## src/rtl/fifo_serial_tx.sv

```systemverilog
// Serial transmitter that pulls bytes from a one-cycle-latency FIFO and sends 8N1 frames.
// Define FIFO_TX_PARITY_EN to insert an even-parity bit after data bit 7 (8E1 frames).
module fifo_serial_tx #(
    parameter int unsigned CLKS_PER_BIT = 4
) (
    input  logic       CLK,
    input  logic       RST,
    input  logic [7:0] BUFFER_OUT,
    input  logic       EMPTY,
    input  logic       ENABLE,
    output logic       RD_EN,
    output logic       TX,
    output logic       BUSY,
    output logic       BYTE_DONE,
    output logic [7:0] BYTE_CNT
);
    localparam int unsigned BAUD_W = 8;
    localparam int unsigned BIT_W  = 3;
    localparam logic [BAUD_W-1:0] BAUD_LAST = BAUD_W'(CLKS_PER_BIT - 1);

`ifdef FIFO_TX_PARITY_EN
    typedef enum logic [2:0] {
        IDLE   = 3'd0,
        FETCH  = 3'd1,
        LOAD   = 3'd2,
        START  = 3'd3,
        DATA   = 3'd4,
        STOP   = 3'd5,
        PARITY = 3'd6
    } state_t;
`else
    typedef enum logic [2:0] {
        IDLE  = 3'd0,
        FETCH = 3'd1,
        LOAD  = 3'd2,
        START = 3'd3,
        DATA  = 3'd4,
        STOP  = 3'd5
    } state_t;
`endif

    state_t            state_q, state_d;
    logic [BAUD_W-1:0] baud_q, baud_d;
    logic [BIT_W-1:0]  bit_q, bit_d;
    logic [7:0]        shift_q, shift_d;
    logic [7:0]        cnt_q, cnt_d;
    logic              tx_q, tx_d;
    logic              rd_q, rd_d;
    logic              busy_q, busy_d;
    logic              done_q, done_d;
    logic              baud_tc;
`ifdef FIFO_TX_PARITY_EN
    logic              par_q, par_d;
`endif

    assign baud_tc = (baud_q == BAUD_LAST);

    // Next-state logic; outputs are decoded from the next state so the flops line up with the state.
    always_comb begin
        state_d = state_q;
        baud_d  = baud_q;
        bit_d   = bit_q;
        shift_d = shift_q;
        cnt_d   = cnt_q;
`ifdef FIFO_TX_PARITY_EN
        par_d   = par_q;
`endif
        case (state_q)
            IDLE: begin
                if (ENABLE && !EMPTY) state_d = FETCH;
            end
            FETCH: begin
                state_d = LOAD;
            end
            LOAD: begin
                shift_d = BUFFER_OUT;
`ifdef FIFO_TX_PARITY_EN
                par_d   = ^BUFFER_OUT;
`endif
                baud_d  = '0;
                bit_d   = '0;
                state_d = START;
            end
            START: begin
                if (baud_tc) begin
                    baud_d  = '0;
                    state_d = DATA;
                end else begin
                    baud_d = baud_q + BAUD_W'(1);
                end
            end
            DATA: begin
                if (baud_tc) begin
                    baud_d  = '0;
                    shift_d = {1'b0, shift_q[7:1]};
                    if (bit_q == BIT_W'(7)) begin
`ifdef FIFO_TX_PARITY_EN
                        state_d = PARITY;
`else
                        state_d = STOP;
`endif
                    end else begin
                        bit_d = bit_q + BIT_W'(1);
                    end
                end else begin
                    baud_d = baud_q + BAUD_W'(1);
                end
            end
`ifdef FIFO_TX_PARITY_EN
            PARITY: begin
                if (baud_tc) begin
                    baud_d  = '0;
                    state_d = STOP;
                end else begin
                    baud_d = baud_q + BAUD_W'(1);
                end
            end
`endif
            STOP: begin
                if (baud_tc) begin
                    baud_d  = '0;
                    cnt_d   = cnt_q + 8'd1;
                    state_d = (ENABLE && !EMPTY) ? FETCH : IDLE;
                end else begin
                    baud_d = baud_q + BAUD_W'(1);
                end
            end
            default: begin
                state_d = IDLE;
            end
        endcase

        tx_d = 1'b1;
        case (state_d)
            START:   tx_d = 1'b0;
            DATA:    tx_d = shift_d[0];
`ifdef FIFO_TX_PARITY_EN
            PARITY:  tx_d = par_d;
`endif
            default: tx_d = 1'b1;
        endcase
        rd_d   = (state_d == FETCH);
        busy_d = (state_d != IDLE);
        done_d = (state_d == STOP) && (baud_d == BAUD_LAST);
    end

    // State and output registers.
    always_ff @(posedge CLK) begin
        if (RST) begin
            state_q <= IDLE;
            baud_q  <= '0;
            bit_q   <= '0;
            shift_q <= '0;
            cnt_q   <= '0;
            tx_q    <= 1'b1;
            rd_q    <= 1'b0;
            busy_q  <= 1'b0;
            done_q  <= 1'b0;
`ifdef FIFO_TX_PARITY_EN
            par_q   <= 1'b0;
`endif
        end else begin
            state_q <= state_d;
            baud_q  <= baud_d;
            bit_q   <= bit_d;
            shift_q <= shift_d;
            cnt_q   <= cnt_d;
            tx_q    <= tx_d;
            rd_q    <= rd_d;
            busy_q  <= busy_d;
            done_q  <= done_d;
`ifdef FIFO_TX_PARITY_EN
            par_q   <= par_d;
`endif
        end
    end

    assign TX        = tx_q;
    assign RD_EN     = rd_q;
    assign BUSY      = busy_q;
    assign BYTE_DONE = done_q;
    assign BYTE_CNT  = cnt_q;

endmodule

```

## config.mk

```make
export PLATFORM = sky130hd
export DESIGN_NAME = fifo_serial_tx
export DESIGN_NICKNAME = d
export VERILOG_FILES = /design/src/rtl/fifo_serial_tx.sv
export SDC_FILE = /design/constraint.sdc
export NUM_CORES = 1
export LEC_CHECK = 0
export ABC_AREA = 1
export CAP_MARGIN = 20
export CORE_UTILIZATION = 54
export DETAILED_ROUTE_END_ITERATION = 10
export GPL_TIMING_DRIVEN = 0
export PLACE_DENSITY = 0.82
export SLEW_MARGIN = 25
export SYNTH_ARGS = -nofsm -noshare
export SYNTH_HDL_FRONTEND = slang
export SYNTH_SLANG_ARGS = --single-unit
export TNS_END_PERCENT = 5
```

## constraint.sdc

```tcl
create_clock -name CLK -period 1.8 [get_ports CLK]
set_input_delay 0.18 -clock CLK [delete_from_list [all_inputs] [get_ports CLK]]
set_output_delay 0.18 -clock CLK [all_outputs]
set_load 0.03 [all_outputs]
```

==> out/summary.txt <==
status: finished clean
vias in the first global route: 1413
clock sink total: 34
final hold viol count: 0
synth-to-layout area growth: 20.03%
drt first pass iters: 4
Clock H-tree levels: 2
CTS buffer count: 5
number of diodes: 0
worst slew pin tran: 0.5088 ns
CP endpoint kind: primary output
DR vias: 1674
min Tclk post-route: 1.674 ns
yosys warns: 0
startpoint types: flip-flop
commonest non-fill, non-tap cells in the layout: nand2_1, dfxtp_1, inv_1
DRT iter0 DRCs: 149
setup TNS: 0 ns
DP Worst Slack: 0.1371 ns
drt drc: 0
CP Class: reg -> out
Rel. slew slack: 66.08%
MaxCap Viol Count: 0
# IOs: 24
gpl congestion: 0.8998
initial antenna violation count: 0
most common cell after layout, fill and taps aside: nand2_1
clock root buffer: clkbuf_4
die width: 59.22 µm
total track usage: 22.42%
Power, Total: 1.438 mW
core region area: 3078 µm²
fin nets: 304
CTS tree: built
standard-cell rows: 20
Post-Syn Instances: 258
wire per inst: 10.98 µm
WP data required: 1.62 ns
Congestion Overflow GR: 0
Crit Path Max Fanout: 7
final core utilization: 68.94%
Initial Util: 57.44%
Yosys reg bits: 34
Netlist cell types: 28
post-synthesis sequential area ratio: 38.50%
Max clock buf depth: 2
maximum vdd drop: 0.7106 mV
worst setup margin: 0.1256 ns
Clock transition at path regs: 0.11 ns
CP delay by family, top: buffers and inverters
largest net degree at the start of global routing: 11
fmax: 597.2 MHz
Leakage: 0.8985 nW
hpwl dp: 2668 µm
routed wire length: 3657 µm
clk_skew: 0.005256 ns
min-delay worst type: in -> reg
post-synth top area share: 38.50%
global-route wire length before repair: 5982 µm
Worst path max stage delay: 0.71 ns
mapped cell area: 1768 µm²
IO buf count: 23
Post-DP Area: 2053 µm²
DIE AREA: 3507 µm²
top post-synthesis cells by area: dfxtp_1, nand2_1, nand3_1, inv_1, nor2_1
layout cell share with drive strength beyond 1: 11.42%
vias per cell: 5.027
die height: 59.22 µm
area leader, netlist: dfxtp_1
crit-path cells: clkdlybuf4s50_1
# setup viols final: 0
Routed Antenna Nets: 0
Power Density: 677.7 nW/µm²
Bufs and invs on worst path: 1
worst path arrival time: 1.49 ns
Finished Cell Area: 2122 µm²
unrepaired setup endpoints after global routing: false
slowest CP cell: clkdlybuf4s50_1
syn nets: 274
Skew-Pair Late Insertion Delay: 0.32 ns
period utilisation layout: 93.02%
Avg Inst Size Synth: 6.853 µm²
Final Max Slew Viols: 0
state kept, by name, summed over array words and instances, names as in the netlist:
| register | flops |
|---|---|
| state_q | 3 |
| shift_q | 8 |
| baud_q | 8 |
| BUSY | 1 |
| bit_q | 3 |
| RD_EN | 1 |
| TX | 1 |
| BYTE_DONE | 1 |
| BYTE_CNT | 8 |
final timing paths:
kind | start | endpoint | slack [ns] | depth (start not counted)
setup / recovery | BYTE_CNT[3] | BYTE_CNT[3] | 0.13 | 1
setup reg to reg | baud_q[0] | BYTE_DONE | 0.14 | 9
hold / removal | BUFFER_OUT[7] | shift_q[7] | 0.43 | 3
hold reg to reg | shift_q[3] | shift_q[3] | 0.47 | 2
synth_stat cells:
master	instances
a32oi_1	6
o21ai_1	1
nand2_1	69
dfxtp_1	34
inv_1	28
nand4_1	3
buf_6	2
xnor2_1	1
nand3b_1	1
nor3_1	2
nor3b_1	3
nor2_2	5
and3_1	1
nand2_2	7
a21oi_1	17
inv_2	5
clkbuf_1	2
nand3_1	23
ha_1	4
clkinv_1	1
nor3_2	2
inv_4	1
nor2_1	26
nand3_2	1
o21ai_0	9
o21ai_2	1
a21oi_2	1
xor2_1	2
routing by layer:
| metal | wire length (µm) | GRT usage [%] |
|---|---|---|
| met1 | 1819 | 29.56 |
| met2 | 1633 | 36.60 |
| met5 | 0 | 0 |
| met3 | 174 | 5.895 |
| met4 | 29 | 5.102 |
through the flow:
step	instances	hold WS [ns]
after floorplan	258	0.2561
after global placement	325	0.4485
after detailed placement	325	0.4546
after CTS	333	0.4332
after global routing	333	0.4155
final	333	0.4297
logic make-up (layout without fill, tap and decap cells):
kind of cell    Yosys count  in the layout  share of synthesized area [%]
flops                    34             34                          38.50
xor+xnor                  3              3                          1.486
simple gates            143            143                          36.31
compound gates           35             35                          11.61
fa+ha+maj                 4              4                          2.831
buf+inv                  39             70                          9.271
what timing repair did:
action | 4_1_cts | 5_1_grt
resized for setup | 0 | 2
buffers inserted | 0 | 0
endpoints found under the setup margin | 0 | 3
hold buffers | 0 | 0
power breakdown:
part           leakage, nW  internal, mW  switching [mW]
clock               0.0353         0.189           0.256
sequential           0.275         0.779          0.0192
combinational        0.588        0.0808           0.114
layout make-up:
type                    instances  area [µm²]
clock inverters                 1       5.005
clock buffers                   7       55.05
plain buffers                   4       30.03
well taps                      44       55.05
flip-flops and latches         34       680.7
fillers                       265       955.9
inverters                      35       133.9
multi-input cells             185       932.1
repair buffers                 23       230.2
(Power assumes the default switching activity.)
